===== src/rtl/bg_vram_fetch_demux.sv =====
// Round-robin VRAM read arbiter for the four BG layers, with a tag pipeline
// that routes returned VRAM data into per-BG holding registers.
module bg_vram_fetch_demux #(
  parameter int WIDTH   = 16,
  parameter int ADDR_W  = 17,
  parameter int LATENCY = 2
) (
  input  logic              clock_i,
  input  logic              reset_i,
  input  logic [3:0]        bg_enable_i,
  input  logic [3:0]        req_i,
  input  logic [ADDR_W-1:0] addr0_i,
  input  logic [ADDR_W-1:0] addr1_i,
  input  logic [ADDR_W-1:0] addr2_i,
  input  logic [ADDR_W-1:0] addr3_i,
  output logic              vram_rd_o,
  output logic [ADDR_W-1:0] vram_addr_o,
  output logic [1:0]        sel_o,
  output logic [3:0]        grant_o,
  input  logic [WIDTH-1:0]  vram_data_i,
  output logic [WIDTH-1:0]  data_out0_o,
  output logic [WIDTH-1:0]  data_out1_o,
  output logic [WIDTH-1:0]  data_out2_o,
  output logic [WIDTH-1:0]  data_out3_o,
  output logic [3:0]        data_valid_o
);

  logic [3:0][ADDR_W-1:0] addr_w;
  logic [3:0][WIDTH-1:0]  data_q;
  logic [3:0]             busy_q, busy_d;
  logic [3:0]             dv_q, dv_d;
  logic [3:0]             grant_q, grant_d;
  logic [3:0]             eligible;
  logic [1:0]             rr_ptr_q, sel_q, win, idx;
  logic                   found, vram_rd_q;
  logic [ADDR_W-1:0]      vram_addr_q;
  logic [LATENCY-1:0]     tag_vld_q;
  logic [LATENCY-1:0][1:0] tag_id_q;
  logic                   ret_vld;
  logic [1:0]             ret_id;

  assign addr_w   = {addr3_i, addr2_i, addr1_i, addr0_i};
  assign eligible = req_i & bg_enable_i & ~busy_q;
  assign ret_vld  = tag_vld_q[LATENCY-1];
  assign ret_id   = tag_id_q[LATENCY-1];

  // Search starts one past the last winner and wraps back to it.
  always_comb begin
    found = 1'b0;
    win   = rr_ptr_q;
    idx   = rr_ptr_q;
    for (int i = 1; i <= 4; i++) begin
      idx = rr_ptr_q + 2'(i);
      if (!found && eligible[idx]) begin
        found = 1'b1;
        win   = idx;
      end
    end
  end

  always_comb begin
    busy_d  = busy_q;
    dv_d    = '0;
    grant_d = '0;
    // A disabled BG still frees its slot on return; only the data is dropped.
    if (ret_vld) begin
      busy_d[ret_id] = 1'b0;
      if (bg_enable_i[ret_id]) dv_d[ret_id] = 1'b1;
    end
    if (found) begin
      busy_d[win]  = 1'b1;
      grant_d[win] = 1'b1;
    end
  end

  always_ff @(posedge clock_i) begin
    if (reset_i) begin
      vram_rd_q   <= 1'b0;
      vram_addr_q <= '0;
      sel_q       <= '0;
      grant_q     <= '0;
      data_q      <= '0;
      dv_q        <= '0;
      busy_q      <= '0;
      rr_ptr_q    <= 2'd3;
      tag_vld_q   <= '0;
      tag_id_q    <= '0;
    end else begin
      vram_rd_q <= found;
      grant_q   <= grant_d;
      busy_q    <= busy_d;
      dv_q      <= dv_d;
      if (found) begin
        sel_q       <= win;
        vram_addr_q <= addr_w[win];
        rr_ptr_q    <= win;
      end
      if (ret_vld && dv_d[ret_id]) data_q[ret_id] <= vram_data_i;
      tag_vld_q[0] <= vram_rd_q;
      tag_id_q[0]  <= sel_q;
      for (int s = 1; s < LATENCY; s++) begin
        tag_vld_q[s] <= tag_vld_q[s-1];
        tag_id_q[s]  <= tag_id_q[s-1];
      end
    end
  end

  assign vram_rd_o    = vram_rd_q;
  assign vram_addr_o  = vram_addr_q;
  assign sel_o        = sel_q;
  assign grant_o      = grant_q;
  assign data_out0_o  = data_q[0];
  assign data_out1_o  = data_q[1];
  assign data_out2_o  = data_q[2];
  assign data_out3_o  = data_q[3];
  assign data_valid_o = dv_q;

endmodule


===== config.mk =====
export PLATFORM = sky130hd
export DESIGN_NAME = bg_vram_fetch_demux
export DESIGN_NICKNAME = d
export VERILOG_FILES = /design/src/rtl/bg_vram_fetch_demux.sv
export SDC_FILE = /design/constraint.sdc
export NUM_CORES = 1
export LEC_CHECK = 0
export CORE_MARGIN = 1
export CORE_UTILIZATION = 41
export CTS_CLUSTER_DIAMETER = 150
export DETAILED_ROUTE_END_ITERATION = 10
export PLACE_DENSITY_LB_ADDON = 0.2
export SKIP_LAST_GASP = 1
export SYNTH_ARGS = -nofsm -noshare
export SYNTH_HDL_FRONTEND = slang
export SYNTH_SLANG_ARGS = --single-unit

===== constraint.sdc =====
create_clock -name clock_i -period 2.4 [get_ports clock_i]
set_clock_uncertainty 0.2 [all_clocks]
set_input_delay 0.48 -clock clock_i [delete_from_list [all_inputs] [get_ports clock_i]]
set_output_delay 0.48 -clock clock_i [all_outputs]
set_load 0.02 [all_outputs]

After elaboration in Yosys (flattened, before gate mapping). Index checks and enable logic that the tools add are counted.

Flip-flop bits (word level): 104. Output and inout port bits: 92.

$add $sub $neg: 3. $lt $le $gt $ge: 8. Muxes and demuxes: 33. Bitwise operators: 7. Reduce and logical (&&, ||, !) cells: 10.

Operators by type and width (number): bitwise mux 64 bit (1); binary-select mux 17 bit (select 2 bit) (1); demux 16 bit (select 2 bit) (1); less-than comparator 2 x 3 -> 1 bit (second input constant) (6); two-way mux 17 bit (1); two-way mux 16 bit (1); two-way mux 4 bit (4); bitwise AND 4 bit (3); binary-select mux 1 bit (select 2 bit) (6); two-way mux 1 bit (12); two-way mux 2 bit (4); NOT 4 bit (2); logical AND 1 bit (6); adder 2 bit (second input constant) (2); demux 1 bit (select 2 bit) (2); greater-or-equal comparator 2 x 1 -> 1 bit (second input constant) (2); bitwise OR 4 bit (1); logical NOT 1 bit (3); adder 2 x 1 -> 2 bit (second input constant) (1); OR reduction 2 bit (1); NOT 1 bit (1).

Longest topological paths before layout. Gate-level depths: netlist of run 1.

Depth in word-level cells: 20. Depth in mapped cells: 7.

Worst setup path after synthesis of run 1. OpenSTA, ideal clock, no wires.

Path type: input -> register. Start: in req_i[1]. End: reg vram_addr_q[0], in the netlist vram_addr_o[0]. Library setup time: 0.129 ns. Arrival time: 1.636 ns. Setup slack: 0.435 ns. Stages on the path: 6. Buffers on the path: 1. Cell sequence: nand3b_1 -> o22ai_1 -> a2111oi_4 -> nand2b_2 -> buf_6 -> o221ai_2.

Cells in the longest elaborated chain, start to end: 16.

Ends and longest elaborated chain: start, declared (line 11) `input logic [3:0] req_i,`; bitwise AND 4 bit (*) (2 in a row) (line 43) `assign eligible = req_i & bg_enable_i & ~busy_q;`; binary-select mux 1 bit (select 2 bit) (line 54) `if (!found && eligible[idx]) begin`; two-way mux 1 bit (implied by the code) (line 54); two-way mux 1 bit (line 54); logical NOT 1 bit (line 54); logical AND 1 bit (line 54); two-way mux 1 bit (line 54); logical NOT 1 bit (line 54); logical AND 1 bit (line 54); two-way mux 1 bit (line 54); logical NOT 1 bit (line 54); logical AND 1 bit (line 54); two-way mux 2 bit (line 54); binary-select mux 17 bit (select 2 bit) (line 95) `vram_addr_q <= addr_w[win];`; two-way mux 17 bit (implied by the code) (line 95); end signal, assigned (line 95); end, declared (line 36) `logic [ADDR_W-1:0] vram_addr_q;`.

Mark *: on every way between the ends. The rest lies on a longest branch, timed or not. The select of a mux whose other input is x is not followed. A chain may end at the register's enable or synchronous reset.

Worst setup path in the final report of run 1.
Start: in bg_enable_i[1]. End: reg vram_addr_q[10], in the netlist vram_addr_o[10].

Cells in the longest elaborated chain, start to end: 16.

Ends and longest elaborated chain: start, declared (line 10) `input logic [3:0] bg_enable_i,`; bitwise AND 4 bit (*) (2 in a row) (line 43); binary-select mux 1 bit (select 2 bit) (line 54); two-way mux 1 bit (implied by the code) (line 54); two-way mux 1 bit (line 54); logical NOT 1 bit (line 54); logical AND 1 bit (line 54); two-way mux 1 bit (line 54); logical NOT 1 bit (line 54); logical AND 1 bit (line 54); two-way mux 1 bit (line 54); logical NOT 1 bit (line 54); logical AND 1 bit (line 54); two-way mux 2 bit (line 54); binary-select mux 17 bit (select 2 bit) (line 95); two-way mux 17 bit (implied by the code) (line 95).

Marked as above.

==> metrics.txt, run 1 <==
status finished, final reports clean; clock share of power 0.254; Max Cap Viol 0; Crit. End Element flop; switching share of power 0.3012; Area contributors post-synth dfxtp_1 (51%), nand2_1 (14%), mux2i_1 (8.6%), a21oi_1 (8.1%), o221ai_2 (5.9%); CTS Buf Count 9; # fillers 834; Post-Synthesis Cells 458; slew margin rel. 0.4602; largest net degree at the start of global routing just over 80; fin crit period roughly 2.3 ns; Startpoint Class input pin; Worst Hold Class reg2reg; Die X 101.8 µm; Slew Viols, Final 0; # clock sinks 104; number of port buffers 185; static leakage roughly 2.4 nW; Chip Height between 100 and 150 µm; hpwl dp roughly 8600 µm; Avg WL per Cell about 15 µm; CTS tree done; total power slightly above 4 mW; area delta synth->final 57.81%; final antenna-violating net count 0; Synthesis Warnings 0; synthesized area ~0.004 mm²; share of layout cells above drive strength 1 0.1101; starting density of the core 0.4200; via count 3910; placer congestion estimate 0.8136; CTS Hold Bufs 0; FP Rows 36; final core utilization 0.6628; clk root buf clkbuf_8; Worst-path clk slew approximately 0.11 ns; Yosys reg bits 104; VDD IR max 0.3957 mV; Yosys top cell by area dfxtp_1; first-pass GRT wire length 18060 µm; Final Hold Vio Count 0; H-tree depth 3; hold slack 0.2424 ns; crit path DAT 2.31 ns; combinational share of power 0.273; Sequential cell area 0.002082 mm²; power per cell area approximately 630 mW/mm²; Max Clk Rate between 400 and 500 MHz; most frequent cell after synthesis nand2_1; Post-route DRC 0; critical path fanouts, max 5; I/O pin total roughly 190; Mapped Avg Cell Area approximately 8.9 µm²; DIE AREA 0.01037 mm²; drt first pass iters 6; gr usage total 0.2265; area occupied by multi-input gates 0.001863 mm²; Via density 4.912; Routed WL 11630 µm; Most used DFF post-synth dfxtp_1; RSZ-0062 raised after global routing false; maximum clock insertion buffer count 2; Yosys top cell area share 0.5095; antenna violations before repair 0; Tcrit/Tclk final 0.9439; P_int 2.832 mW; Post-Syn Nets between 500 and 600; initial DRC count approximately 130; setup TNS 0 ns; core footprint 0.009729 mm²; Crit Path Class in2reg; Synth async-reset ratio 0; sequential fraction of the synthesis area 0.5095; synth unique cells 34; Clock Latency Late Sink about 0.36 ns; vias in the first global route 3706; Psw 1.221 mW; GR Overflow Total 0; Post-synth EDFFs 0; number of nets in the layout 753; Flop pwr share 0.473; Setup-failing EPs final 0; Post-synth top cells nand2_1 (153), dfxtp_1 (104), a21oi_1 (66); diode count 0; critical path required time 2.44 ns; worst-margin pin slew 0.8096 ns
-- path summary, 6_finish.rpt --
path	startpoint	slack [ns]	endpoint	depth (start not counted)
setup / recovery	bg_enable_i[1]	0.13	vram_addr_o[10]$_SDFFE_PP0N_	9
hold / removal	tag_vld_q[0]$_SDFF_PP0_	0.24	tag_vld_q[1]$_SDFF_PP0_	1
setup reg to reg	busy_q[1]$_SDFF_PP0_	0.33	vram_addr_o[10]$_SDFFE_PP0N_	8
hold reg to reg	tag_vld_q[0]$_SDFF_PP0_	0.24	tag_vld_q[1]$_SDFF_PP0_	1
-- cell usage in the layout (no fill, tap or decap), types with 2 or more instances in the layout --
master           count
clkbuf_8             9
nor2b_1              6
nand2_1            153
buf_4               31
dfxtp_1            104
o32ai_1              3
nand3b_1             4
inv_1                4
and3b_1              2
clkinvlp_4           2
clkinv_4             2
inv_8                2
o221ai_2            16
and2_1               3
a21oi_1             66
nand2b_1             2
nor2_1              12
nand4_1              2
clkdlybuf4s50_1    184
mux2i_1             34
buf_12               3
-- power groups by stage --
stage                     logic [mW]  clock network [mW]  registers, mW
after floorplan                0.458                   0           2.05
after global placement          1.07                   0           1.96
after detailed placement        1.09                   0           1.96
after CTS                       1.10                1.05           1.92
after global routing            1.18                1.13           1.93
final                           1.11                1.03           1.92
-- worst max-delay path: stages --
cell and delay [ns]:
clkdlybuf4s50_1 0.48, nand3b_1 0.15, buf_4 0.18, a2bb2oi_1 0.24, mux2i_4 0.16, buf_4 0.17, buf_4 0.13, mux2i_1 0.20
o221ai_2 0.11
-- stage by stage --
step | cell area (µm²) | instances | setup WS [ns]
6_report | 6449 | 796 | 0.1347
5_1_grt | 6449 | 796 | 0.05599
4_1_cts | 6424 | 793 | 0.03410
3_5_place_dp | 6245 | 778 | -0.3446
3_3_place_gp | 6245 | 778 | -0.2741
2_1_floorplan | 4086 | 458 | 0.4349
-- sequential cells by signal, summed over array words and instances (netlist names) --
signal,flops
data_out2_o,16
data_out0_o,16
busy_q,4
tag_vld_q,2
data_out3_o,16
vram_addr_o,17
data_valid_o,4
vram_rd_o,1
ret_id,2
data_out1_o,16
tag_id_q,2
grant_o,4
sel_o,2
rr_ptr_q,2
-- layer usage --
layer  GRT usage  vias to the layer above  wire [µm]
met5           0                        -          0
met4     0.06044                        0        153
met2      0.4023                      165       5784
li1            -                     1942          -
met1      0.2638                     1791       4683
met3     0.07114                       12       1006
-- area by class of cell --
type	count	share of cell area
sequential	104	0.3229
clock inverter	6	0.008537
clock buffer	9	0.01921
timing repair buffer	219	0.3318
multi-input combinational	320	0.2889
inverter	5	0.002910
tap	133	0.02581
-- cells by family after synthesis --
group / count (synthesis) / synth area share
flip-flops: 104 / 0.5095
buffers and inverters: 34 / 0.03827
AND/OR/NAND/NOR: 193 / 0.2027
multiplexers: 35 / 0.08573
AO/OA/AOI/OAI: 92 / 0.1638
-- repair_timing --
action,in CTS,in global routing
endpoints found under the setup margin,0,17
buffers inserted,0,3
resized for setup,0,1
No activity file was read; power rests on OpenSTA's default activity.
==> run 2, diff against run 1 <==
--- a/config.mk
+++ b/config.mk
@@ -5,8 +5,10 @@
 export SDC_FILE = /design/constraint.sdc
 export NUM_CORES = 1
 export LEC_CHECK = 0
-export CORE_MARGIN = 1
-export CORE_UTILIZATION = 41
+export ABC_AREA = 1
+export CAP_MARGIN = 10
+export CORE_MARGIN = 2
+export CORE_UTILIZATION = 44
 export CTS_CLUSTER_DIAMETER = 150
 export DETAILED_ROUTE_END_ITERATION = 10
 export PLACE_DENSITY_LB_ADDON = 0.2
==> run 2 against run 1 <==
Compared with the run above: non-clock buffer count decreased by 8; clock power increased by 7%; combinational power increased to 4.3 times the previous value; via count increased by 25%; global-route usage increased by 0.54 points; critical path depth increased by 8; sequential share of layout area decreased by 2.8 points; final area increased by 9.6%; synthesized area increased by 15%; power increased by 99%; register-to-register slack got worse by 0.06 ns; worst hold slack got worse by 0.034 ns; largest cell class unchanged; highest routed layer unchanged.
==> metrics.txt, run 2 <==
Post-synth EDFFs 0 (unchanged); CP max stage cell clkdlybuf4s50_1; final antenna-violating net count 0 (unchanged); reg-to-reg endpoint vram_addr_o[15]$_SDFFE_PP0N_; status finished, final reports clean; most frequent cells in the layout clkdlybuf4s50_1 (185), nand2_1 (133), dfxtp_1 (103); hold_sp tag_vld_q[0]$_SDFF_PP0_; Setup-failing EPs final 0 (unchanged); antenna violations before repair 0 (unchanged); Most used DFF post-synth dfxtp_1; starting density of the core 0.4548 (+0.03474); power per cell area 1139 mW/mm² (+81%); Post-synth top cells nand2_1 (133), dfxtp_1 (104), nor2_1 (85); RR Startpoint rr_ptr_q[0]$_SDFFE_PP1N_; CTS tree done; hold slack 0.2084 ns (-0.03402 ns); DIE AREA 0.01156 mm² (+11%); diode count 0 (unchanged); vias in the first global route 4568 (+23%); CTS Hold Bufs 0 (unchanged); GR Overflow Total 0 (unchanged); total power 8.048 mW (+99%); sequential fraction of the synthesis area 0.4415 (-0.06800); Crit. End Element flop; first-pass GRT wire length 21690 µm (+20%); Max Cap Viol 0 (unchanged); Max Clk Rate 458.6 MHz (+3.9%); clk root buf clkbuf_8; Post-route DRC 0 (unchanged); flop2flop setup slack 0.27 ns (-0.06 ns); share of layout cells above drive strength 1 0.08074 (-0.02937); synth unique cells 24 (-29%); largest net degree at the start of global routing 65 (-22%); Synth async-reset ratio 0 (unchanged); Avg WL per Cell 13.36 µm (-8.5%); Die X 107.5 µm (+5.6%); drt first pass iters 5 (-1); worst hold path depth 2 (+1); worst-path cell chain clkdlybuf4s50_1, nand2_1, nor2_2, nand2_1, nand3_2, nand2_4, nand2_1, nand2_1, nand2_1, nand2_1, nand2_1, nand2_2, buf_12, nand2_1, nand3_1, nand2_1, inv_1; Startpoint Class input pin; GRT busiest layer met2; P_int 4.428 mW (+56%); area delta synth->final 49.88%; CTS Buf Count 9 (unchanged); Flop pwr share 0.263 (-0.210); I/O pin total 186 (unchanged); Yosys reg bits 104 (unchanged); gr usage total 0.2319 (+0.005374); critical path fanouts, max 17 (+12); crit path DAT 2.25 ns (-0.06 ns); static leakage 3.004 nW (+27%); Clock Latency Late Sink 0.36 ns (about the same); fin cells 1003 (+26%); placed cell count 987 (+27%); Sequential cell area 0.002083 mm² (about the same); number of nets in the layout 956 (+27%); setup TNS 0 ns (unchanged); initial DRC count 272 (+110%); Post-Syn Nets 772 (+40%); Mapped Avg Cell Area 6.955 µm² (-22%); Slew Viols, Final 0 (unchanged); met3 usage 0.04782 (-0.02331); core footprint 0.01037 mm² (+6.6%); Worst path depth 17 (+8); via count 4901 (+25%); hold path endpoint tag_vld_q[1]$_SDFF_PP0_; CP most frequent cell nand2_1; CP bufs+invs 3 (-1); most common cell after layout, fill and taps aside clkdlybuf4s50_1; Post-Synthesis Cells 678 (+48%); FP Rows 37 (+2.8%); clock share of power 0.137 (-0.117); Largest delay share family, worst path simple AND/OR/NAND/NOR gates; Final Hold Vio Count 0 (unchanged); Tcrit/Tclk final 0.9086 (-0.03527); placer congestion estimate 0.8223 (+1.1%); R2R depth 15 (+7); Area contributors post-synth dfxtp_1 (44%), nand2_1 (11%), nand3_1 (8.7%), o21ai_0 (7.1%), nor2_1 (6.8%); area occupied by multi-input gates 0.002132 mm² (+14%); number of port buffers 185 (unchanged); VDD IR max 0.7973 mV (+100%); max FFs per register 17 (unchanged); Via density 4.886 (-0.52%); fin crit period 2.181 ns (-0.08466 ns); Yosys top cell area share 0.4415 (-0.06800); Psw 3.620 mW (+200%); combinational share of power 0.599 (+0.326); maximum clock insertion buffer count 2 (unchanged); critical path required time 2.47 ns (+0.03 ns); H-tree depth 3 (unchanged); met2 Use GR 0.3931 (-0.009205); Crit Path Class in2reg; Routed WL 13400 µm (+15%); Worst-path clk slew 0.10 ns (about the same); # clock sinks 104 (unchanged); met1 GRT Util 0.2907 (+0.02691); Yosys top cell by area dfxtp_1; worst-margin pin slew 0.5591 ns (-0.2505 ns); RSZ-0062 raised after global routing false; switching share of power 0.4498 (+0.1486); Worst Hold Class reg2reg; hpwl dp 10020 µm (+17%); synthesized area 0.004716 mm² (+15%); Chip Height 107.5 µm (+5.6%); most frequent cell after synthesis nand2_1; Synthesis Warnings 0 (unchanged); slowest stage delay, CP 0.50 ns (+0.02 ns); # fillers 886 (+6.2%); slew margin rel. 0.6268 (+0.1666)
[run 2: cell count changes after synthesis, moves of 5 or more]
cell / before / now
o221ai_2: 16 / 0
nand4_1: 2 / 7
o21ai_0: 0 / 67
buf_4: 2 / 8
nor2b_1: 6 / 0
nand3_1: 1 / 82
nand2_1: 153 / 133
inv_1: 4 / 81
nand2_4: 0 / 7
mux2i_1: 35 / 0
nand2_2: 0 / 7
a21oi_1: 66 / 48
nor2_1: 13 / 85
[run 2: worst max-delay path by stage]
stage	startpoint	endpoint	slack [ns]
floorplan	bg_enable_i[2]	vram_addr_o[6]$_SDFFE_PP0N_	0.45
global placement	bg_enable_i[2]	vram_addr_o[3]$_SDFFE_PP0N_	-0.17
detailed placement	req_i[0]	vram_addr_o[5]$_SDFFE_PP0N_	-0.20
CTS	rr_ptr_q[0]$_SDFFE_PP1N_	vram_addr_o[15]$_SDFFE_PP0N_	0.16
global route	bg_enable_i[1]	vram_addr_o[15]$_SDFFE_PP0N_	0.006
finish	bg_enable_i[2]	vram_addr_o[15]$_SDFFE_PP0N_	0.22
[run 2: kinds of logic (layout without fill, tap and decap cells)]
family	Yosys count	after routing	share of synthesized area
buffers and inverters	122	311	0.1098
AOI/OAI and AO/OA	120	120	0.1297
DFF	104	104	0.4415
and+or+nand+nor	332	332	0.3189
[run 2: power groups by stage]
stage	Clock, mW	Sequential, mW	Combinational, mW
floorplan	0	2.32	3.07
CTS	1.14	2.11	4.80
global placement	0	2.15	4.73
global route	1.21	2.14	5.40
detailed placement	0	2.15	4.79
finish	1.10	2.12	4.82
[run 2: cell type report]
cell class              instances  share of cell area
clock buffers                   9             0.01753
clock inverters                 7             0.01186
inverters                      84             0.04461
multi-input cells             452              0.3016
flip-flops and latches        104              0.2947
well taps                     136             0.02408
repair buffers                211              0.3055
[run 2: timing repair]
item	in CTS	in global routing
gates resized for setup	0	6
buffers inserted	0	0
endpoints found under the setup margin	0	20
[run 2: per-layer routing]
metal / up-vias / wire [µm]
met5: - / 0
met4: 0 / 289
met3: 22 / 815
met2: 135 / 6614
met1: 2217 / 5682
li1: 2527 / -
[run 2: tightest hold or removal path: cells and delay by family, from the launching register on]
family	cells	cell delay (ns)
buffers and inverters	1	0.04
DFF	1	0.31
and+or+nand+nor	1	0.03
[run 2: through the flow]
step                      setup slack [ns]  utilization  instance area (µm²)
after floorplan                     0.4500            -                 4716
after global placement             -0.1665       0.6599                 6843
after detailed placement           -0.1966       0.6599                 6843
after CTS                           0.1643       0.6799                 7051
after global routing              0.006253       0.6816                 7068
final                               0.2193       0.6816                 7068
